[src/rtl/regfile_pkg.sv]
// Shared types and helpers for the banked multi-write register file.
// Pending slots are sized for the widest supported configuration.
package regfile_pkg;

    typedef enum logic [1:0] {
        ST_INIT  = 2'd0,
        ST_RUN   = 2'd1,
        ST_DRAIN = 2'd2
    } state_e;

    localparam int PEND_AW = 16;
    localparam int PEND_DW = 64;

    typedef struct packed {
        logic               valid;
        logic [PEND_AW-1:0] addr;
        logic [PEND_DW-1:0] data;
    } pend_t;

    function automatic int addr_w(input int depth);
        return (depth > 1) ? $clog2(depth) : 1;
    endfunction

    function automatic int bank_w(input int nw);
        return (nw > 1) ? $clog2(nw) : 1;
    endfunction

endpackage

[src/rtl/regfile_bank.sv]
// One register bank: NR combinational read ports, one write port.
module regfile_bank #(
    parameter int WIDTH = 32,
    parameter int ROWS  = 16,
    parameter int RW    = 4,
    parameter int NR    = 4
) (
    input  logic                      clk,
    input  logic                      we_i,
    input  logic [RW-1:0]             wa_i,
    input  logic [WIDTH-1:0]          wd_i,
    input  logic [NR-1:0][RW-1:0]     ra_i,
    output logic [NR-1:0][WIDTH-1:0]  rd_o
);

    logic [WIDTH-1:0] mem_q [ROWS];

    always_ff @(posedge clk) begin
        if (we_i) begin
            mem_q[wa_i] <= wd_i;
        end
    end

    always_comb begin
        for (int i = 0; i < NR; i++) begin
            rd_o[i] = mem_q[ra_i[i]];
        end
    end

endmodule

[src/rtl/banked_regfile_nrmw.sv]
// Banked register file, NR reads / NW writes, conflicting writes drained later.
// Define REGFILE_BYPASS_EN to forward committing writes to the read ports.
module banked_regfile_nrmw
    import regfile_pkg::*;
#(
    parameter int WIDTH = 32,
    parameter int DEPTH = 32,
    parameter int NR    = 4,
    parameter int NW    = 2
) (
    input  logic                                clk,
    input  logic                                rst_n,
    input  logic [NR-1:0][addr_w(DEPTH)-1:0]    ra_i,
    output logic [NR-1:0][WIDTH-1:0]            rd_o,
    input  logic [NW-1:0][addr_w(DEPTH)-1:0]    wa_i,
    input  logic [NW-1:0][WIDTH-1:0]            wd_i,
    input  logic [NW-1:0]                       we_i,
    output logic                                ready_o,
    output logic                                init_done_o
);

    localparam int AW  = addr_w(DEPTH);
    localparam int BW  = bank_w(NW);
    localparam int RW  = AW - BW;
    localparam int RPB = DEPTH / NW;

    state_e              state_q, state_d;
    logic [RW-1:0]       row_q, row_d;
    pend_t [NW-1:0]      pend_q, pend_d;

    logic [NW-1:0]                  bwe;
    logic [NW-1:0][RW-1:0]          bwa;
    logic [NW-1:0][WIDTH-1:0]       bwd;
    logic [NW-1:0][NR-1:0][WIDTH-1:0] brd;
    logic [NR-1:0][RW-1:0]          ra_row;

    logic          keep;
    logic          any_pend;
    logic [BW-1:0] bsel;
    logic          unused_pend;

    assign unused_pend = ^pend_q;
    assign ready_o     = (state_q == ST_RUN);
    assign init_done_o = (state_q != ST_INIT);

    always_comb begin
        state_d  = state_q;
        row_d    = row_q;
        pend_d   = pend_q;
        bwe      = '0;
        bwa      = '0;
        bwd      = '0;
        keep     = 1'b0;
        bsel     = '0;
        any_pend = 1'b0;
        unique case (state_q)
            ST_INIT: begin
                bwe   = '1;
                for (int b = 0; b < NW; b++) begin
                    bwa[b] = row_q;
                end
                row_d = row_q + 1'b1;
                if (row_q == RW'(RPB - 1)) begin
                    state_d = ST_RUN;
                end
            end
            ST_RUN: begin
                for (int p = 0; p < NW; p++) begin
                    // A higher port to the same address supersedes this one
                    keep = we_i[p];
                    for (int q = p + 1; q < NW; q++) begin
                        if (we_i[q] && (wa_i[q] == wa_i[p])) begin
                            keep = 1'b0;
                        end
                    end
                    bsel = wa_i[p][BW-1:0];
                    if (keep && !bwe[bsel]) begin
                        bwe[bsel] = 1'b1;
                        bwa[bsel] = wa_i[p][AW-1:BW];
                        bwd[bsel] = wd_i[p];
                    end else if (keep) begin
                        pend_d[p].valid = 1'b1;
                        pend_d[p].addr  = PEND_AW'(wa_i[p]);
                        pend_d[p].data  = PEND_DW'(wd_i[p]);
                        state_d         = ST_DRAIN;
                    end
                end
            end
            ST_DRAIN: begin
                for (int p = 0; p < NW; p++) begin
                    bsel = pend_q[p].addr[BW-1:0];
                    if (pend_q[p].valid && !bwe[bsel]) begin
                        bwe[bsel]       = 1'b1;
                        bwa[bsel]       = pend_q[p].addr[AW-1:BW];
                        bwd[bsel]       = pend_q[p].data[WIDTH-1:0];
                        pend_d[p].valid = 1'b0;
                    end
                    any_pend = any_pend | pend_d[p].valid;
                end
                if (!any_pend) begin
                    state_d = ST_RUN;
                end
            end
            default: state_d = ST_INIT;
        endcase
    end

    always_ff @(posedge clk or negedge rst_n) begin
        if (!rst_n) begin
            state_q <= ST_INIT;
            row_q   <= '0;
            pend_q  <= '0;
        end else begin
            state_q <= state_d;
            row_q   <= row_d;
            pend_q  <= pend_d;
        end
    end

    always_comb begin
        for (int i = 0; i < NR; i++) begin
            ra_row[i] = ra_i[i][AW-1:BW];
        end
    end

    for (genvar g = 0; g < NW; g++) begin : g_bank
        regfile_bank #(
            .WIDTH (WIDTH),
            .ROWS  (RPB),
            .RW    (RW),
            .NR    (NR)
        ) u_bank (
            .clk   (clk),
            .we_i  (bwe[g]),
            .wa_i  (bwa[g]),
            .wd_i  (bwd[g]),
            .ra_i  (ra_row),
            .rd_o  (brd[g])
        );
    end

    always_comb begin
        for (int i = 0; i < NR; i++) begin
            rd_o[i] = brd[ra_i[i][BW-1:0]][i];
`ifdef REGFILE_BYPASS_EN
            // Address fixes the bank, so at most one committer can match
            if (init_done_o && bwe[ra_i[i][BW-1:0]] &&
                (bwa[ra_i[i][BW-1:0]] == ra_row[i])) begin
                rd_o[i] = bwd[ra_i[i][BW-1:0]];
            end
`endif
        end
    end

endmodule

[config.mk]
export PLATFORM = sky130hd
export DESIGN_NAME = banked_regfile_nrmw
export DESIGN_NICKNAME = d
export VERILOG_FILES = /design/src/rtl/regfile_pkg.sv /design/src/rtl/regfile_bank.sv /design/src/rtl/banked_regfile_nrmw.sv
export SDC_FILE = /design/constraint.sdc
export NUM_CORES = 2
export LEC_CHECK = 0
export BUFFER_PORTS_ARGS = -buffer_cell sky130_fd_sc_hd__buf_4
export CORE_UTILIZATION = 65
export DETAILED_ROUTE_END_ITERATION = 16
export PLACE_DENSITY = 0.83
export RECOVER_POWER = 25
export SLEW_MARGIN = 10
export SYNTH_ARGS = -nofsm -noshare
export SYNTH_HDL_FRONTEND = slang
export SYNTH_SLANG_ARGS = --single-unit
[constraint.sdc]
create_clock -name clk -period 8.2 [get_ports clk]
set_input_delay 2.46 -clock clk [delete_from_list [all_inputs] [get_ports clk]]
set_output_delay 2.46 -clock clk [all_outputs]
set_load 0.05 [all_outputs]
---- After elaboration in Yosys (flattened, before gate mapping) ----
Memories as Yosys holds them, arrays and structs flattened.
Cells that the tools add are included.
operators by class
  add/sub/neg operators ................... 1
  order comparisons ....................... 12
  equality and inequality tests ........... 10
  muxes and demuxes ....................... 86
  bitwise gates (word level) .............. 9
  reductions and logical operators ........ 21
operator list
  kind                   number
  $mux W64               8
  $mux W81               4
  $mux W128              2
  $mux W32               6
  $mux W96               2
  $and A64 B64 Y64       2
  $bwmux W64             2
  $demux W32 S1          4
  $pmux W64 S2           1
  $mux W8                6
  $mux W2                12
  $pmux W8 S3            1
  $mux W1                20
  $and A8 B8 Y8          2
  $bwmux W8              2
  $demux W4 S1           4
  $lt A1 B2 Y1 const B   8
  $mux W4                4
  $pmux W2 S3            2
  $reduce_and A3 Y1      4
  $ne A2 B2 Y1 const B   5
  $logic_and A1 B1 Y1    9
  $eq A5 B5 Y1           1
  $add A4 B1 Y4 const B  1
  other kinds (14)       27
storage, ports and cells
  register bits ........................... 82
  bits in writable memories ............... 1024
  output and inout port bits .............. 130
  word-level logic and storage cells ...... 149
  memories kept ........................... 2
memories
  name                    words  width  read ports  clocked after Yosys merged registers in  wr ports  line                RTL
  g_bank[0].u_bank.mem_q  16     32     4           0                                        1         regfile_bank.sv:16  logic [WIDTH-1:0] mem_q [ROWS];
  g_bank[1].u_bank.mem_q  16     32     4           0                                        1         regfile_bank.sv:16

---- Depth between registers and ports, before layout ----
  depth after elaboration ................. 15
  gate-level depth with buffers ........... 9
  depth with buffers taken out ............ 7

---- Hierarchy ----
Synthesis repeated with hierarchy kept, for this count alone.
unflattened totals
  cell total of the unflattened synthesis .. 3732
  area, all modules ....................... 65784.3 µm²
modules (own cells, without submodules)
  module                           instances  cells an instance  area each (µm²)
  regfile_bank (g_bank[1].u_bank)  1          1619               30326.6
  regfile_bank (g_bank[0].u_bank)  1          1619               30324.1
  banked_regfile_nrmw              1          494                5133.7

---- Worst setup path after synthesis ----
No wires, ideal clock.
  kind .................................... input to register
  from .................................... input port wa_i[3] (netlist name)
  to ...................................... memory g_bank[1].u_bank.mem_q[0][0] (enable)
  arrival ................................. 7.131 ns
  data required time ...................... 7.698 ns
  slack ................................... 0.567 ns
  stages .................................. 7
  path buffers ............................ 2
  path through ............................ xor2_1 > or4_1 > buf_4 > mux2i_1 > or3_1 > buf_2 > nor4_1
between the ends
  word-level cells in the longest chain between the ends .. 15
ends and longest elaborated chain
  item                                         line                       RTL
  start, declared                              banked_regfile_nrmw.sv:15  input logic [NW-1:0][addr_w(DEPTH)-1:0] wa_i,
  $eq A5 B5 Y1                                 banked_regfile_nrmw.sv:72  if (we_i[q] && (wa_i[q] == wa_i[p])) begin
  $logic_and A1 B1 Y1                          banked_regfile_nrmw.sv:72
  $mux W1                                      banked_regfile_nrmw.sv:72
  $mux W1                                      banked_regfile_nrmw.sv:56  unique case (state_q)
  $logic_and A1 B1 Y1                          banked_regfile_nrmw.sv:77  if (keep && !bwe[bsel]) begin
  $mux W2                                      banked_regfile_nrmw.sv:77
  $mux W2                                      banked_regfile_nrmw.sv:56
  $mux W1 (implied by the code) (2 in series)  banked_regfile_nrmw.sv:77
  $logic_not A1 Y1                             banked_regfile_nrmw.sv:77
  $logic_and A1 B1 Y1                          banked_regfile_nrmw.sv:77
  $mux W2                                      banked_regfile_nrmw.sv:77
  $pmux W2 S3                                  banked_regfile_nrmw.sv:56
  $mux W1                                      regfile_bank.sv:19         if (we_i) begin
  $mux W1 (implied by the code)                regfile_bank.sv:20         mem_q[wa_i] <= wd_i;
  end, declared                                regfile_bank.sv:16
Several ways; a longest one is shown, not always the timed one. The select of a mux whose other input is x is not followed.

==> impl_metrics.py <==
metrics = {
    "global_routing": {
        "grt_pass1_vias": 44143,
        "grt_use_total": 0.4492,
        "grt_max_degree": 61,
        "grt_overflow": 0,
        "antenna_found_initial": 7,
        "grt_pass1_wl_um": 322700,
    },
    "setup_path": {
        "critPathCapture": "g_bank[0].u_bank.mem_q[11][2]$_DFFE_PP_",
        "critical_path_class": "primary input to flip-flop",
        "crit_chain": "clkbuf_1, xor2_1, or4_1, a21oi_1, buf_4, mux2i_1, o21ai_1",
        "cp_slowest_stage_delay_ns": 2.63,
        "cp_top_family": "compound AO/OA/AOI/OAI gates",
        "cp_num_buf_inv": 2,
        "r2r-end": "g_bank[0].u_bank.mem_q[12][9]$_DFFE_PP_",
        "critPathSlowestCell": "a21oi_1",
        "required_ns": 8.53,
        "r2r-start": "state_q[1]$_DFFE_PN0P_",
        "startpoint_type": "primary input",
        "r2r_cells": 7,
        "worstSetupEndpointType": "flip-flop",
        "crit_cells": 7,
        "r2r_slack_ns": 2.77,
        "cp-startpoint": "wa_i[3]",
        "arrival_ns": 7.80,
        "crit_fanout": 17,
    },
    "cells_and_area": {
        "nets": 3508,
        "layout.cells.non_filler": 4866,
        "drive_above_1_share": 0.5841,
        "finalInstanceArea_sq_mm": 0.07437,
        "finish.utilization": 0.7394,
        "syn_to_final_growth_pct": 12.10,
    },
    "floorplan": {
        "io_pins": 228,
        "die-area_sq_mm": 0.1033,
        "core.rowCount": 116,
        "core_area_sq_mm": 0.1006,
        "start_util": 0.6596,
        "die_h_um": 321.5,
        "die_x_um": 321.5,
    },
    "routing": {
        "first_pass_iters": 7,
        "routed_wl_um": 224500,
        "ant_nets": 0,
        "vias_per_cell": 8.868,
        "drtIter0Drc": 7377,
        "wl_per_cell_um": 46.13,
        "drc": 0,
        "num_vias": 43152,
    },
    "logic_synthesis": {
        "synth_top_area_frac": 0.4635,
        "synth_area_sq_mm": 0.06634,
        "ys_seq_area_frac": 0.4801,
        "yosysTopAreaCell": "edfxtp_1",
        "synth_edf_count": 1024,
        "async_flop_share": 0.04120,
        "synth_fp_nets": 3293,
        "postSynthAreaPerCell_sq_um": 20.80,
        "synth_common_cells": "mux4_2 (1280), edfxtp_1 (1024), mux2_2 (166), clkbuf_1 (150), buf_2 (93)",
        "synth_cells": 3190,
        "yosysMostFrequentCell": "mux4_2",
        "synth_seq_cells": 1068,
        "synthTopCellsByArea": "edfxtp_1 (46%), mux4_2 (43%), mux2_2 (2.8%)",
        "synth_ff_type": "edfxtp_1",
        "yosys_warnings": 0,
        "synth_cell_types": 55,
    },
    "placement": {
        "dpl-instance-area_sq_mm": 0.07072,
        "io_buffers": 227,
        "dp.cells": 4646,
        "gp_congestion": 0.9356,
        "dp_hpwl_um": 135000,
        "dp_slack_ns": 0.7802,
    },
    "clock_network": {
        "cts.root.buffer_cell": "clkbuf_16",
        "post_cts_buffers": 0,
        "cts.sinks": 1068,
        "cts-buffers-inserted": 114,
        "hold_buffers": 0,
        "htreeDepth": 3,
        "clockBufferDepth": 3,
        "tritoncts": "done",
        "path_clk_slew_ns": 0.06,
        "worstSkewPairLatency_ns": 0.73,
        "cts_resized": 0,
    },
    "min_path": {
        "hold_path_class": "flip-flop to flip-flop",
        "min_path_cells": 1,
    },
    "pwr": {
        "power_density_mw_per_mm2": 274.0,
        "peakVddDrop_mv": 0.3817,
        "finalPower_mw": 20.38,
        "p_leak_nw": 23.88,
    },
    "sta": {
        "rsz0062_at_grt": "false",
        "hold_ws_ns": 0.5260,
        "report.final.slew_viol_count": 412,
        "finalClockSkew_ns": 0.02828,
        "fin_crit_sh": 0.9113,
        "max_freq_ghz": 0.1338,
        "final-setup-viol-count": 0,
        "finalCriticalPeriod_ns": 7.473,
        "setup_tns_ns": 0,
        "setup_slack_ns": 0.7274,
        "finalHoldViolCount": 0,
        "worst_pin_slew_ns": 3.466,
        "relSlewSlack": -1.310,
    },
    "status": {
        "violations": "capacitance limit, slew limit",
        "status": "finished with violations",
    },
    "job": {
        "maxCapViolations": 23,
    },
}
area by class of cell:
type,instances,area (sq um)
tap,1357,1698
timing repair buffer,432,3916
inverter,4,15.01
antenna,8,20.02
sequential,1068,31850
clock inverter,79,892.1
multi-input combinational,1785,32970
clock buffer,133,3007
fill,5413,26210
worst min path at each step:
stage                       startpoint                      end  slack (ns)
2_1_floorplan  pend_q[161]$_DFFE_PN0P_  pend_q[161]$_DFFE_PN0P_        0.47
4_1_cts        pend_q[145]$_DFFE_PN0P_  pend_q[145]$_DFFE_PN0P_        0.52
5_1_grt        pend_q[145]$_DFFE_PN0P_  pend_q[145]$_DFFE_PN0P_        0.55
3_5_place_dp   pend_q[145]$_DFFE_PN0P_  pend_q[145]$_DFFE_PN0P_        0.51
3_3_place_gp   pend_q[161]$_DFFE_PN0P_  pend_q[161]$_DFFE_PN0P_        0.49
6_report       pend_q[145]$_DFFE_PN0P_  pend_q[145]$_DFFE_PN0P_        0.53
placed cells by master (no fill, tap or decap), drive strengths merged, types with 3 or more instances in the layout:
cell	Yosys	final
a21boi	4	4
a21oi	12	12
a22o	5	5
a31o	3	3
and2	4	4
and3	3	3
and3b	4	4
buf	183	398
bufinv	0	18
clkbuf	150	167
clkinv	0	50
clkinvlp	0	7
dfrtp	44	44
diode	0	8
edfxtp	1024	1024
ha	5	5
inv	4	8
mux2	166	166
mux2i	66	66
mux4	1280	1280
nand2	78	78
nand2b	3	3
nand3	7	7
nor2	9	9
nor3	11	11
nor4	16	16
o211ai	3	3
o21ai	69	69
or3	3	3
xnor2	3	3
xor2	5	5
per-layer routing:
layer | routed length [um] | track usage | vias up
met5 | 58 | 0 | -
met1 | 65580 | 0.5830 | 21933
met2 | 101700 | 0.6544 | 4946
met4 | 16420 | 0.2596 | 8
li1 | - | - | 15168
met3 | 40720 | 0.1759 | 1097
logic make-up (layout without fill, tap and decap cells):
kind of cell | count (synthesis) | in the layout | share of synthesized area
muxes | 1512 | 1512 | 0.4727
DFF | 1068 | 1068 | 0.4801
buffers and inverters | 337 | 648 | 0.02393
and+or+nand+nor | 147 | 147 | 0.01073
AOI/OAI and AO/OA | 113 | 113 | 0.01056
xor gates and xnor gates | 8 | 8 | 0.001056
adders and majority gates | 5 | 5 | 0.0009430
other | 0 | 8 | 0
flip-flops by register name (all words and copies together), names as in the netlist:
signal               flops
g_bank.u_bank.mem_q   1024
pend_q                  38
row_q                    4
state_q                  2
power by group:
group	internal (mW)	switching (mW)
clock	3.18	2.26
combinational	2.76	3.92
sequential	7.42	0.843
No activity file was read; power rests on OpenSTA's default activity.
